**config.mk**
```make
export PLATFORM = sky130hd
export DESIGN_NAME = spi_bus_arbiter
export DESIGN_NICKNAME = d
export VERILOG_FILES = /design/src/rtl/spi_bus_pkg.sv /design/src/rtl/spi_bus_arbiter_rr_pick.sv /design/src/rtl/spi_bus_arbiter.sv
export SDC_FILE = /design/constraint.sdc
export NUM_CORES = 1
export LEC_CHECK = 0
export ABC_AREA = 1
export BUFFER_PORTS_ARGS = -buffer_cell sky130_fd_sc_hd__buf_2
export CORE_ASPECT_RATIO = 0.5
export CORE_UTILIZATION = 40
export DETAILED_ROUTE_END_ITERATION = 16
export PLACE_DENSITY_LB_ADDON = 0.1
export SYNTH_ARGS = -nofsm -noshare
export SYNTH_HDL_FRONTEND = slang
export SYNTH_SLANG_ARGS = --single-unit
```
**constraint.sdc**
```tcl
create_clock -name clk -period 2.17 [get_ports clk]
set_input_delay 0.217 -clock clk [delete_from_list [all_inputs] [get_ports clk]]
set_output_delay 0.217 -clock clk [all_outputs]
set_load 0.02 [all_outputs]
```
**src/rtl/spi_bus_pkg.sv**
```systemverilog
// Shared state encoding and sizing helper for the SPI bus arbiter.
package spi_bus_pkg;

    typedef enum logic [2:0] {
        S_IDLE,
        S_SETUP,
        S_ACTIVE,
        S_XFER,
        S_GAP
    } state_e;

    // Ceil(log2(v)), never less than 1 so single-entry counters still get a bit.
    function automatic int unsigned clog2(input int unsigned v);
        int unsigned r;
        r = 1;
        for (int unsigned i = 1; i < 32; i++) begin
            if ((32'd1 << i) < v) r = i + 1;
        end
        return r;
    endfunction

endpackage

```
**src/rtl/spi_bus_arbiter_rr_pick.sv**
```systemverilog
// Round-robin picker: first set request at or above ptr_i, with wrap.
module rr_pick
    import spi_bus_pkg::*;
#(
    parameter int unsigned NUM_REQ = 2,
    parameter int unsigned PW      = clog2(NUM_REQ)
) (
    input  logic [NUM_REQ-1:0] req_i,
    input  logic [PW-1:0]      ptr_i,
    output logic [NUM_REQ-1:0] gnt_o
);

    logic found;

    always_comb begin
        gnt_o = '0;
        found = 1'b0;
        for (int unsigned k = 0; k < NUM_REQ; k++) begin
            for (int unsigned j = 0; j < NUM_REQ; j++) begin
                if (!found && req_i[j] && j == (32'(ptr_i) + k) % NUM_REQ) begin
                    gnt_o[j] = 1'b1;
                    found    = 1'b1;
                end
            end
        end
    end

endmodule

```
**src/rtl/spi_bus_arbiter.sv**
```systemverilog
// Transaction-level round-robin arbiter sharing one spi_master byte engine,
// with per-requester chip selects, CS setup/gap pacing and an idle watchdog.
module spi_bus_arbiter
    import spi_bus_pkg::*;
#(
    parameter int unsigned NUM_REQ  = 2,
    parameter int unsigned CS_SETUP = 2,
    parameter int unsigned CS_GAP   = 4,
    parameter int unsigned TIMEOUT  = 1023
) (
    input  logic                   clk,
    input  logic                   rst_n,
    input  logic [NUM_REQ-1:0]     req,
    input  logic [NUM_REQ-1:0]     byte_valid,
    input  logic [8*NUM_REQ-1:0]   byte_data,
    output logic [NUM_REQ-1:0]     grant,
    output logic [NUM_REQ-1:0]     byte_done,
    output logic [7:0]             rx_data,
    output logic [NUM_REQ-1:0]     timeout_err,
    output logic [NUM_REQ-1:0]     spi_cs_n,
    output logic                   m_start,
    output logic [7:0]             m_data_in,
    input  logic                   m_done,
    input  logic [7:0]             m_data_out,
    input  logic                   m_busy
);

    localparam int unsigned PW = clog2(NUM_REQ);
    localparam int unsigned CW = clog2((CS_SETUP > CS_GAP ? CS_SETUP : CS_GAP) + 1);
    localparam int unsigned WW = clog2(TIMEOUT + 1);

    state_e             state_q, state_d;
    logic [PW-1:0]      rr_ptr_q, rr_ptr_d;
    logic [PW-1:0]      owner_q, owner_d;
    logic [CW-1:0]      cnt_q, cnt_d;
    logic [WW-1:0]      wd_q, wd_d;
    logic [NUM_REQ-1:0] grant_q, grant_d;
    logic [NUM_REQ-1:0] cs_n_q, cs_n_d;
    logic               m_start_q, m_start_d;
    logic [7:0]         m_data_q, m_data_d;
    logic [NUM_REQ-1:0] byte_done_q, byte_done_d;
    logic [7:0]         rx_q, rx_d;
    logic [NUM_REQ-1:0] tmo_q, tmo_d;

    logic [NUM_REQ-1:0] pick;
    logic [PW-1:0]      pick_idx;
    logic               rel;
    logic               owner_valid;
    logic               owner_req;
    logic [7:0]         owner_byte;

    rr_pick #(.NUM_REQ(NUM_REQ)) u_pick (
        .req_i (req),
        .ptr_i (rr_ptr_q),
        .gnt_o (pick)
    );

    assign owner_valid = byte_valid[owner_q];
    assign owner_req   = req[owner_q];
    assign owner_byte  = byte_data[{owner_q, 3'b000} +: 8];

    always_comb begin
        pick_idx = '0;
        for (int unsigned j = 0; j < NUM_REQ; j++) begin
            if (pick[j]) pick_idx = PW'(j);
        end
    end

    always_comb begin
        state_d     = state_q;
        rr_ptr_d    = rr_ptr_q;
        owner_d     = owner_q;
        cnt_d       = cnt_q;
        wd_d        = wd_q;
        grant_d     = grant_q;
        cs_n_d      = cs_n_q;
        m_start_d   = 1'b0;
        m_data_d    = m_data_q;
        byte_done_d = '0;
        rx_d        = rx_q;
        tmo_d       = '0;
        rel         = 1'b0;

        unique case (state_q)
            S_IDLE: begin
                if (|req) begin
                    grant_d = pick;
                    cs_n_d  = ~pick;
                    owner_d = pick_idx;
                    cnt_d   = '0;
                    wd_d    = '0;
                    state_d = S_SETUP;
                end
            end
            S_SETUP: begin
                if (32'(cnt_q) + 32'd1 >= CS_SETUP) begin
                    cnt_d   = '0;
                    state_d = S_ACTIVE;
                end else begin
                    cnt_d = cnt_q + 1'b1;
                end
            end
            S_ACTIVE: begin
                // A byte offered while the master is still busy is dropped, not queued.
                if (owner_valid && !m_busy) begin
                    m_data_d  = owner_byte;
                    m_start_d = 1'b1;
                    wd_d      = '0;
                    state_d   = S_XFER;
                end else if (!owner_req) begin
                    rel = 1'b1;
                end else if (wd_q == WW'(TIMEOUT - 1)) begin
                    rel            = 1'b1;
                    tmo_d[owner_q] = 1'b1;
                end else begin
                    wd_d = wd_q + 1'b1;
                end
            end
            S_XFER: begin
                if (m_done) begin
                    rx_d                 = m_data_out;
                    byte_done_d[owner_q] = 1'b1;
                    state_d              = S_ACTIVE;
                end
            end
            S_GAP: begin
                if (32'(cnt_q) + 32'd1 >= CS_GAP) begin
                    cnt_d   = '0;
                    state_d = S_IDLE;
                end else begin
                    cnt_d = cnt_q + 1'b1;
                end
            end
            default: state_d = S_IDLE;
        endcase

        if (rel) begin
            grant_d  = '0;
            cs_n_d   = '1;
            rr_ptr_d = (owner_q == PW'(NUM_REQ - 1)) ? '0 : owner_q + 1'b1;
            cnt_d    = '0;
            state_d  = S_GAP;
        end
    end

    always_ff @(posedge clk or negedge rst_n) begin
        if (!rst_n) begin
            state_q     <= S_IDLE;
            rr_ptr_q    <= '0;
            owner_q     <= '0;
            cnt_q       <= '0;
            wd_q        <= '0;
            grant_q     <= '0;
            cs_n_q      <= '1;
            m_start_q   <= 1'b0;
            m_data_q    <= '0;
            byte_done_q <= '0;
            rx_q        <= '0;
            tmo_q       <= '0;
        end else begin
            state_q     <= state_d;
            rr_ptr_q    <= rr_ptr_d;
            owner_q     <= owner_d;
            cnt_q       <= cnt_d;
            wd_q        <= wd_d;
            grant_q     <= grant_d;
            cs_n_q      <= cs_n_d;
            m_start_q   <= m_start_d;
            m_data_q    <= m_data_d;
            byte_done_q <= byte_done_d;
            rx_q        <= rx_d;
            tmo_q       <= tmo_d;
        end
    end

    assign grant       = grant_q;
    assign spi_cs_n    = cs_n_q;
    assign m_start     = m_start_q;
    assign m_data_in   = m_data_q;
    assign byte_done   = byte_done_q;
    assign rx_data     = rx_q;
    assign timeout_err = tmo_q;

    assert property (@(posedge clk) disable iff (!rst_n) $onehot0(~spi_cs_n));
    assert property (@(posedge clk) disable iff (!rst_n)
        !(state_q == S_ACTIVE && owner_valid && m_busy));

endmodule

```
==> metrics.md <==
| Metric | Value |
|---|---|
| Outcome | finished clean |
| Routed Antenna Nets | 0 |
| CTS resizes | 0 |
| #FFs+latches synth | 43 |
| Area delta synth->final | 24.01% |
| Cells after synthesis | 292 |
| HP Start | m_data_out[4] |
| Synth Warn # | 0 |
| Power Density | 1329 nW/um^2 |
| Skew final | 0.005366 ns |
| Final Setup Violations | 0 |
| Final worst path period share | 0.7849 |
| Share of the synthesized area in the top cell type | 0.4525 |
| Initial Util | 0.4377 |
| Max_slew headroom | 0.6349 |
| Synthesized area per cell | 7.764 sq um |
| # IOs | 57 |
| Arr. time, crit path | 1.87 ns |
| Top_reg_cell synth | dfrtp_1 |
| Bufs on Longest Clock Path | 2 |
| WHS Path Cells | 2 |
| Hold Vio Cnt, Final | 0 |
| Clock root buffer master | clkbuf_16 |
| CP endpoint kind | flip-flop |
| Number of global-route vias before repair | 1852 |
| Sink Count | 43 |
| Sequential share of the synthesized area | 0.4757 |
| Die area | 5991 sq um |
| Syn_nets | 328 |
| Async S/R FF share, synth | 1.000 |
| CTS buffer count | 5 |
| CTS clock-pin slew for the worst setup and hold paths | 0.06 ns |
| Post-synth top area cell | dfrtp_1 |
| Grt total ovfl | 0 |
| Leakage | 0.001498 uW |
| Skew-Pair Late Insertion Delay | 0.29 ns |
| Vias per cell | 4.759 |
| Drt wl/cell | 11.91 um |
| Synth cell count leaders | nand2_1 (103), dfrtp_1 (41), nor2_1 (40), inv_1 (31), nand3_1 (22) |
| Worst Setup SP | wd_q[0] |
| Largest cells by area after synthesis | dfrtp_1 (45%), nand2_1 (17%), nor2_1 (6.6%) |
| Pre-antenna DRT Iters | 4 |
| Hold_ws | 0.1589 ns |
| Residual DRC | 0 |
| Most numerous cell in the Yosys netlist | nand2_1 |
| WP data required | 2.33 ns |
| GRT Total Usage | 0.1811 |
| Slew Limit Fails | 0 |
| Hold Crit Class | in2reg |
| Layout cells sized above 1 | 0.2465 |
| Port Buffer Count | 56 |
| Post-layout net count | 392 |
| Startpoint types | flip-flop |
| CTS tree | yes |
| RSZ-0062 raised after global routing | no |
| Post-DP HPWL | 3.698 mm |
| Setup bufs post-CTS | 0 |
| R2R Setup Slk | 0.47 ns |
| Worst vdd ir | 0.6345 mV |
| Mapped Area | 2267 sq um |
| Gpl congestion | 0.8421 |
| Max Cap Viol | 0 |
| Post-synth EDFFs | 0 |
| Die Y | 55.24 um |
| Die X | 108.5 um |
| Worst r2r src | wd_q[0] |
| Final WS setup | 0.4667 ns |
| Final Power | 3736 uW |
| Crit-path max FO | 9 |
| TNS Setup | 0 ns |
| Max frequency | 0.5871 GHz |
| Number of distinct library cells after synthesis | 26 |
| Initial antenna violation count | 0 |
| R2R cell count | 9 |
| Htree depth | 2 |
| Min Tclk post-route | 1.703 ns |
| Global-route wire length before repair | 8.404 mm |
| Initial DRC Count | 129 |
| Slew @ Worst Pin | 0.5460 ns |
| Core Area | 5180 sq um |
| Largest net degree at the start of global routing | 19 |
| Final core occ | 0.5428 |
| Inserted Diodes | 0 |
| Post-CTS Hold Buffers | 1 |
| Critical path class | reg2reg |
| Via count | 2032 |
| Setup WS pre-CTS | 0.5142 ns |
| WL final | 5.086 mm |
| Row count | 18 |
==> where the power goes <==
group	internal (uW)	switching (uW)	total, uW
combinational	575	1110	1680
sequential	1090	184	1270
clock	460	319	779
==> routing by layer <==
| metal | GRT usage | wire (um) | vias to the layer above | part of all wire |
|---|---|---|---|---|
| met2 | 0.2767 | 2283 | 63 | 0.45 |
| met1 | 0.2494 | 2453 | 911 | 0.48 |
| met3 | 0.05195 | 294 | 8 | 0.058 |
| li1 | - | - | 1050 | - |
| met5 | 0 | 0 | - | 0 |
| met4 | 0.05212 | 55 | 0 | 0.011 |
==> cell type report <==
cell class	instances	area, sq um
Clock buffer	6	138.9
Clock inverter	2	16.27
Multi-Input combinational cell	212	1042
Inverter	32	120.1
Tap cell	70	87.58
Sequential cell	43	1079
Fill cell	490	2369
Timing Repair Buffer	62	327.8
==> cell families (layout without fill, tap and decap cells) <==
kind of cell / Yosys count / after routing / share of synthesized area
simple gates: 181 / 181 / 0.3422
flops: 43 / 43 / 0.4757
buf+inv: 37 / 102 / 0.06456
compound gates: 19 / 19 / 0.05574
mux: 8 / 8 / 0.03974
fa+ha+maj: 4 / 4 / 0.02208
==> worst max-delay path: stages, from the launching register on <==
cell and delay (ns):
dfrtp_1 0.47, inv_1 0.10, ha_1 0.17, nand3_1 0.07
nor2_1 0.14, nand4_1 0.15, nand2_1 0.18, inv_1 0.15
nand2_1 0.08, o21ai_0 0.08
==> per-stage QoR <==
stage / cell area, sq um / instances
4_1_cts: 2811 / 427
3_5_place_dp: 2646 / 418
2_1_floorplan: 2267 / 292
3_3_place_gp: 2646 / 418
6_report: 2811 / 427
5_1_grt: 2811 / 427
==> state kept, by name (all words and copies together) (netlist names) <==
register / flops
m_start: 1
cnt_q: 3
rx_data: 8
state_q: 3
owner_q: 1
rr_ptr_q: 1
spi_cs_n: 2
timeout_err: 2
byte_done: 2
wd_q: 10
m_data_in: 8
grant: 2
==> final timing paths <==
path                                to
min reg2reg                spi_cs_n[0]
max in group asynchronous  spi_cs_n[1]
min in group asynchronous      wd_q[2]
max                           rr_ptr_q
max reg2reg                   rr_ptr_q
min                         rx_data[4]
==> placed cells by master, fill, tap and decap left out, types with 4 or more instances in the layout <==
cell	n
nand2_1	103
buf_2	56
dfrtp_1	41
nor2_1	40
inv_1	31
nand3_1	22
a31oi_1	8
mux2_2	8
nand4_1	5
clkbuf_16	5
buf_4	5
ha_1	4
(Power assumes the default switching activity.)
